`config.mk`:
```
export PLATFORM = sky130hd
export DESIGN_NAME = key_load_ctrl_flat
export DESIGN_NICKNAME = d
export VERILOG_FILES = /design/src/rtl/key_load_ctrl_if.sv /design/src/rtl/key_load_ctrl.sv /design/src/flat_wrapper.sv
export SDC_FILE = /design/constraint.sdc
export NUM_CORES = 1
export LEC_CHECK = 0
export BUFFER_PORTS_ARGS = -buffer_cell sky130_fd_sc_hd__buf_2
export CAP_MARGIN = 20
export CORE_MARGIN = 2
export CORE_UTILIZATION = 30
export DETAILED_ROUTE_END_ITERATION = 8
export HOLD_SLACK_MARGIN = 0.03
export MAX_ROUTING_LAYER = met4
export SYNTH_ARGS = -nofsm -noshare
export SYNTH_HDL_FRONTEND = slang
export SYNTH_SLANG_ARGS = --single-unit
```
`constraint.sdc`:
```
create_clock -name clk -period 3.1 [get_ports clk]
set_input_delay 0.465 -clock clk [delete_from_list [all_inputs] [get_ports clk]]
set_output_delay 0.465 -clock clk [all_outputs]
set_load 0.1 [all_outputs]
```
`src/rtl/key_load_ctrl_if.sv`:
```
// Serial key-bit handshake between a key source and key_load_ctrl.
// The source drives key_bit/key_bit_valid. The controller answers with key_bit_ready.
interface key_load_ctrl_if;
  logic key_bit;
  logic key_bit_valid;
  logic key_bit_ready;

  modport master (output key_bit, output key_bit_valid, input key_bit_ready);
  modport slave  (input key_bit, input key_bit_valid, output key_bit_ready);
endinterface

```
`src/rtl/key_load_ctrl.sv`:
```
// Loads an unlock key MSB first, checks its even parity, and presents it to a locked netlist.
// The key bus stays all-zero until a complete, parity-correct key is armed.
module key_load_ctrl #(
  parameter int KEY_W   = 8,
  parameter int TIMEOUT = 16,
  parameter int CNT_W   = 7
) (
  input  logic               clk,
  input  logic               rst,
  input  logic               start,
  input  logic               zeroize,
  key_load_ctrl_if.slave     kif,
  output logic [KEY_W-1:0]   key_out,
  output logic               key_armed,
  output logic               key_err,
  output logic               busy
);

  typedef enum logic [2:0] {
    IDLE   = 3'd0,
    LOAD   = 3'd1,
    PARITY = 3'd2,
    ARMED  = 3'd3,
    ERROR  = 3'd4
  } state_t;

  state_t            state, state_n;
  logic [KEY_W-1:0]  shreg;
  logic [CNT_W-1:0]  bcnt;
  logic [CNT_W-1:0]  tcnt;
  logic              xfer;
  logic              timed_out;
  logic              parity_ok;

  assign kif.key_bit_ready = (state == LOAD) || (state == PARITY);
  assign busy              = (state == LOAD) || (state == PARITY);
  assign key_armed         = (state == ARMED);
  assign key_err           = (state == ERROR);

  // Timeout wins over a transfer landing on the same edge, so a stalled load never arms.
  always_comb begin
    state_n   = state;
    xfer      = kif.key_bit_valid && kif.key_bit_ready;
    timed_out = busy && (tcnt == CNT_W'(TIMEOUT));
    parity_ok = ~(^{shreg, kif.key_bit});
    if (zeroize) begin
      state_n = IDLE;
    end else begin
      case (state)
        IDLE: begin
          if (start) state_n = LOAD;
        end
        LOAD: begin
          if (timed_out)                                state_n = ERROR;
          else if (xfer && (bcnt == CNT_W'(KEY_W - 1))) state_n = PARITY;
        end
        PARITY: begin
          if (timed_out) state_n = ERROR;
          else if (xfer) state_n = parity_ok ? ARMED : ERROR;
        end
        ARMED, ERROR: begin
          if (start) state_n = LOAD;
        end
        default: state_n = IDLE;
      endcase
    end
  end

  always_ff @(posedge clk) begin
    if (rst) begin
      state   <= IDLE;
      shreg   <= '0;
      bcnt    <= '0;
      tcnt    <= '0;
      key_out <= '0;
    end else begin
      state <= state_n;
      if (zeroize) begin
        shreg   <= '0;
        bcnt    <= '0;
        tcnt    <= '0;
        key_out <= '0;
      end else begin
        case (state)
          IDLE, ARMED, ERROR: begin
            if (start) begin
              shreg   <= '0;
              bcnt    <= '0;
              tcnt    <= '0;
              key_out <= '0;
            end
          end
          LOAD: begin
            if (xfer) begin
              shreg <= {shreg[KEY_W-2:0], kif.key_bit};
              bcnt  <= bcnt + CNT_W'(1);
              tcnt  <= '0;
            end else begin
              tcnt  <= tcnt + CNT_W'(1);
            end
          end
          PARITY: begin
            if (xfer) tcnt <= '0;
            else      tcnt <= tcnt + CNT_W'(1);
            if (state_n == ARMED) key_out <= shreg;
          end
          default: ;
        endcase
      end
    end
  end

endmodule

```
`src/flat_wrapper.sv`:
```
// flat-port wrapper written by rule: the top's interface ports become plain ports
module key_load_ctrl_flat 
#(
  parameter int KEY_W   = 8,
  parameter int TIMEOUT = 16,
  parameter int CNT_W   = 7
)
  (clk, rst, start, zeroize, key_out, key_armed, key_err, busy, kif_key_bit, kif_key_bit_valid, kif_key_bit_ready);
  key_load_ctrl_if kif_i ();
  input  logic clk;
  input  logic rst;
  input  logic start;
  input  logic zeroize;
  output logic [KEY_W-1:0] key_out;
  output logic key_armed;
  output logic key_err;
  output logic busy;
  input wire logic [$bits(kif_i.key_bit)-1:0] kif_key_bit;
  input wire logic [$bits(kif_i.key_bit_valid)-1:0] kif_key_bit_valid;
  output wire logic [$bits(kif_i.key_bit_ready)-1:0] kif_key_bit_ready;
  assign kif_i.key_bit = kif_key_bit;
  assign kif_i.key_bit_valid = kif_key_bit_valid;
  assign kif_key_bit_ready = kif_i.key_bit_ready;
  key_load_ctrl #(.KEY_W(KEY_W), .TIMEOUT(TIMEOUT), .CNT_W(CNT_W)) u_core (.clk(clk), .rst(rst), .start(start), .zeroize(zeroize), .kif(kif_i), .key_out(key_out), .key_armed(key_armed), .key_err(key_err), .busy(busy));
endmodule
```
==> metrics.md <==
| Metric | Value |
|---|---|
| Critical Path Max Stage Delay | `slightly below 0.6 ns` |
| Yosys warns | `0` |
| Post-CTS Setup Inserts | `0` |
| Diode count | `0` |
| Number of nets in the final layout | `217` |
| Post-route ant nets | `0` |
| Post-CTS Resized | `0` |
| Area growth from synthesis to layout | `14.0%` |
| Clock-pin transition on the worst setup and hold timing paths | `0.07 ns` |
| Placed cell area | `~1800 um^2` |
| Max Clk Rate | `0.435 GHz` |
| Share of layout cells above drive strength 1 | `15.3%` |
| Clock latency on the worst-skew pair | `~0.28 ns` |
| CP Class | `reg -> out` |
| Avg WL per Cell | `11.8 um` |
| Synth area leaders | `dfxtp_1 (39%), mux2i_1 (10%), nand2_1 (6.3%)` |
| Final Skew | `0.00229 ns` |
| Total track usage | `12.2%` |
| CTS tree | `done` |
| DR vias | `1336` |
| Die Y | `78.7 um` |
| Largest net degree at the start of global routing | `16` |
| Final wirelength | `around 3.3 mm` |
| P per Cell Area | `between 400 and 500 nW/um^2` |
| Rel. slew slack | `50.8%` |
| Vias in the first global route | `1276` |
| Total CTS buffers | `5` |
| Max-slew violation count | `0` |
| Die area | `6190 um^2` |
| Die W | `just under 80 um` |
| Synth Area per Inst | `8.76 um^2` |
| Most frequent cell after synthesis | `dfxtp_1` |
| Critical path buffer and inverter count | `1` |
| Unrepaired setup endpoints after global routing | `no` |
| Total of max-cap violations | `0` |
| Worst path cell trace | `nor2b_1, and2_1, buf_2` |
| CP delay by family, top | `flip-flops` |
| Gate Count Post-Synth | `191` |
| Synth Flop Type | `dfxtp_1` |
| Crit start category | `register` |
| Register area share after synthesis | `39.5%` |
| Clock tree buffer depth | `2` |
| CP endpoint kind | `output port` |
| Initial Util | `30.8%` |
| Core box area | `5440 um^2` |
| Slew at the pin closest to its max-slew limit | `~0.73 ns` |
| Grt total ovfl | `0` |
| Static Leak | `0.000718 uW` |
| CTS Hold Buffers Added | `0` |
| Post-route cell area | `1910 um^2` |
| Number of hold violations in the final report | `0` |
| Cell Area, Synth | `~1700 um^2` |
| Clock sink total | `33` |
| First-pass GRT wire length | `5.76 mm` |
| Ports | `18` |
| Status | `complete, no violations` |
| Port bufs | `17` |
| Final setup viols | `0` |
| Number of flops mapped to enable cells by yosys | `0` |
| Synth top cells by count | `dfxtp_1 (33), nand2_1 (28), nor2_1 (25), mux2i_1 (17)` |
| FFs w/ async S/R, synth | `0%` |
| Yosys top cell by area | `dfxtp_1` |
| Dpl hpwl | `2.46 mm` |
| Final min period | `2.30 ns` |
| Starting DRC count in detailed routing | `88` |
| Initial antenna violation count | `0` |
| Library cells used by synthesis | `39` |
| Vias per inst | `4.75` |
| Worst path slowest cell | `dfxtp_1` |
| Req. time, crit path | `2.63 ns` |
| H-tree levels | `2` |
| Rows | `27` |
| Detailed-route DRC error count | `0` |
| CP Max Fanout | `15` |
| Maximum vdd ir drop | `0.164 mV` |
| Crit path DAT | `1.84 ns` |
| Period utilization | `74.2%` |
| Post-Syn Nets | `200` |
| Yosys top cell area share | `around two fifths` |
| GP Congestion | `0.820` |
| Drt pass-1 iters | `4` |
| Yosys reg bits | `33` |
| Fin Setup TNS | `0 ns` |
| Worst Hold Class | `in -> reg` |
| Clock root buffer | `clkbuf_8` |
[through the flow]
stage / worst slack [ns] / instances / hold WS [ns] / power, uW / utilization, %
after floorplan: 0.568 / 191 / 0.459 / 487 / -
after global placement: 0.778 / 273 / 0.442 / 501 / 33.6
after detailed placement: 0.723 / 273 / 0.449 / 501 / 33.6
after CTS: 0.784 / 281 / 0.369 / 812 / 35.1
after global routing: 0.589 / 281 / 0.367 / 837 / 35.1
final: 0.799 / 281 / 0.375 / 797 / 35.1
[layout by cell type (no fill, tap or decap), types with 5 or more instances in the layout]
| cell type | synthesis | final |
|---|---|---|
| xor2_1 | 8 | 8 |
| xnor2_1 | 6 | 6 |
| nand2_1 | 28 | 28 |
| buf_2 | 1 | 17 |
| mux2i_1 | 17 | 17 |
| dfxtp_1 | 33 | 33 |
| o21ai_0 | 7 | 7 |
| nor2_1 | 25 | 25 |
| a21oi_1 | 8 | 7 |
| clkbuf_8 | 0 | 5 |
[final cells by class]
| cell class | instances | area, um^2 |
|---|---|---|
| fill | 585 | 3530 |
| multi-input combinational | 146 | 967 |
| sequential | 33 | 661 |
| timing repair buffer | 18 | 92.6 |
| tap | 72 | 90.1 |
| clock buffer | 6 | 72.6 |
| inverter | 4 | 15.0 |
| clock inverter | 2 | 10.0 |
[worst register-to-register path, cell delays in order, from the launching register on]
cell,delay (ns)
dfxtp_1,0.59
nor3b_1,0.44
nand2_1,0.13
nor2_1,0.13
a22oi_2,0.09
a211oi_4,0.54
mux2i_1,0.25
[power breakdown]
| part | switching [uW] | leakage, uW | internal [uW] |
|---|---|---|---|
| registers | 3.61 | 0.000266 | 426 |
| logic | 39.9 | 0.000407 | 21.8 |
| clock network | 150 | 0.0000450 | 155 |
[registers in the layout (all words and copies together) (netlist names)]
| name | cells |
|---|---|
| u_core.shreg | 8 |
| u_core.key_out | 8 |
| u_core.tcnt | 7 |
| u_core.bcnt | 7 |
| u_core.state | 3 |
[worst paths after layout]
check | start | to | slack [ns] | cells past startpoint
worst min-delay path | rst | u_core.tcnt[1] | 0.38 | 2
worst min register to register | u_core.key_out[6] | u_core.key_out[6] | 0.46 | 2
worst max register to register | u_core.state[1] | u_core.key_out[5] | 0.85 | 6
worst max-delay path | u_core.state[0] | key_armed | 0.80 | 3
[cells by family (layout without fill, tap and decap cells)]
group | count (synthesis) | after routing | share of synthesized area, %
AND/OR/NAND/NOR | 81 | 81 | 23.5
buffers and inverters | 12 | 30 | 2.99
adder cells (fa/ha/maj) | 3 | 3 | 2.24
flip-flops | 33 | 33 | 39.5
multiplexers | 17 | 17 | 10.2
XOR/XNOR | 16 | 16 | 9.64
AO/OA/AOI/OAI | 29 | 29 | 12.0
[metal layers]
| layer | routed length (um) | track usage, % |
|---|---|---|
| met5 | 0 | - |
| met3 | 97 | 3.07 |
| met4 | 51 | 5.44 |
| met1 | 1610 | 15.4 |
| met2 | 1560 | 18.5 |
(Power assumes the default switching activity.)
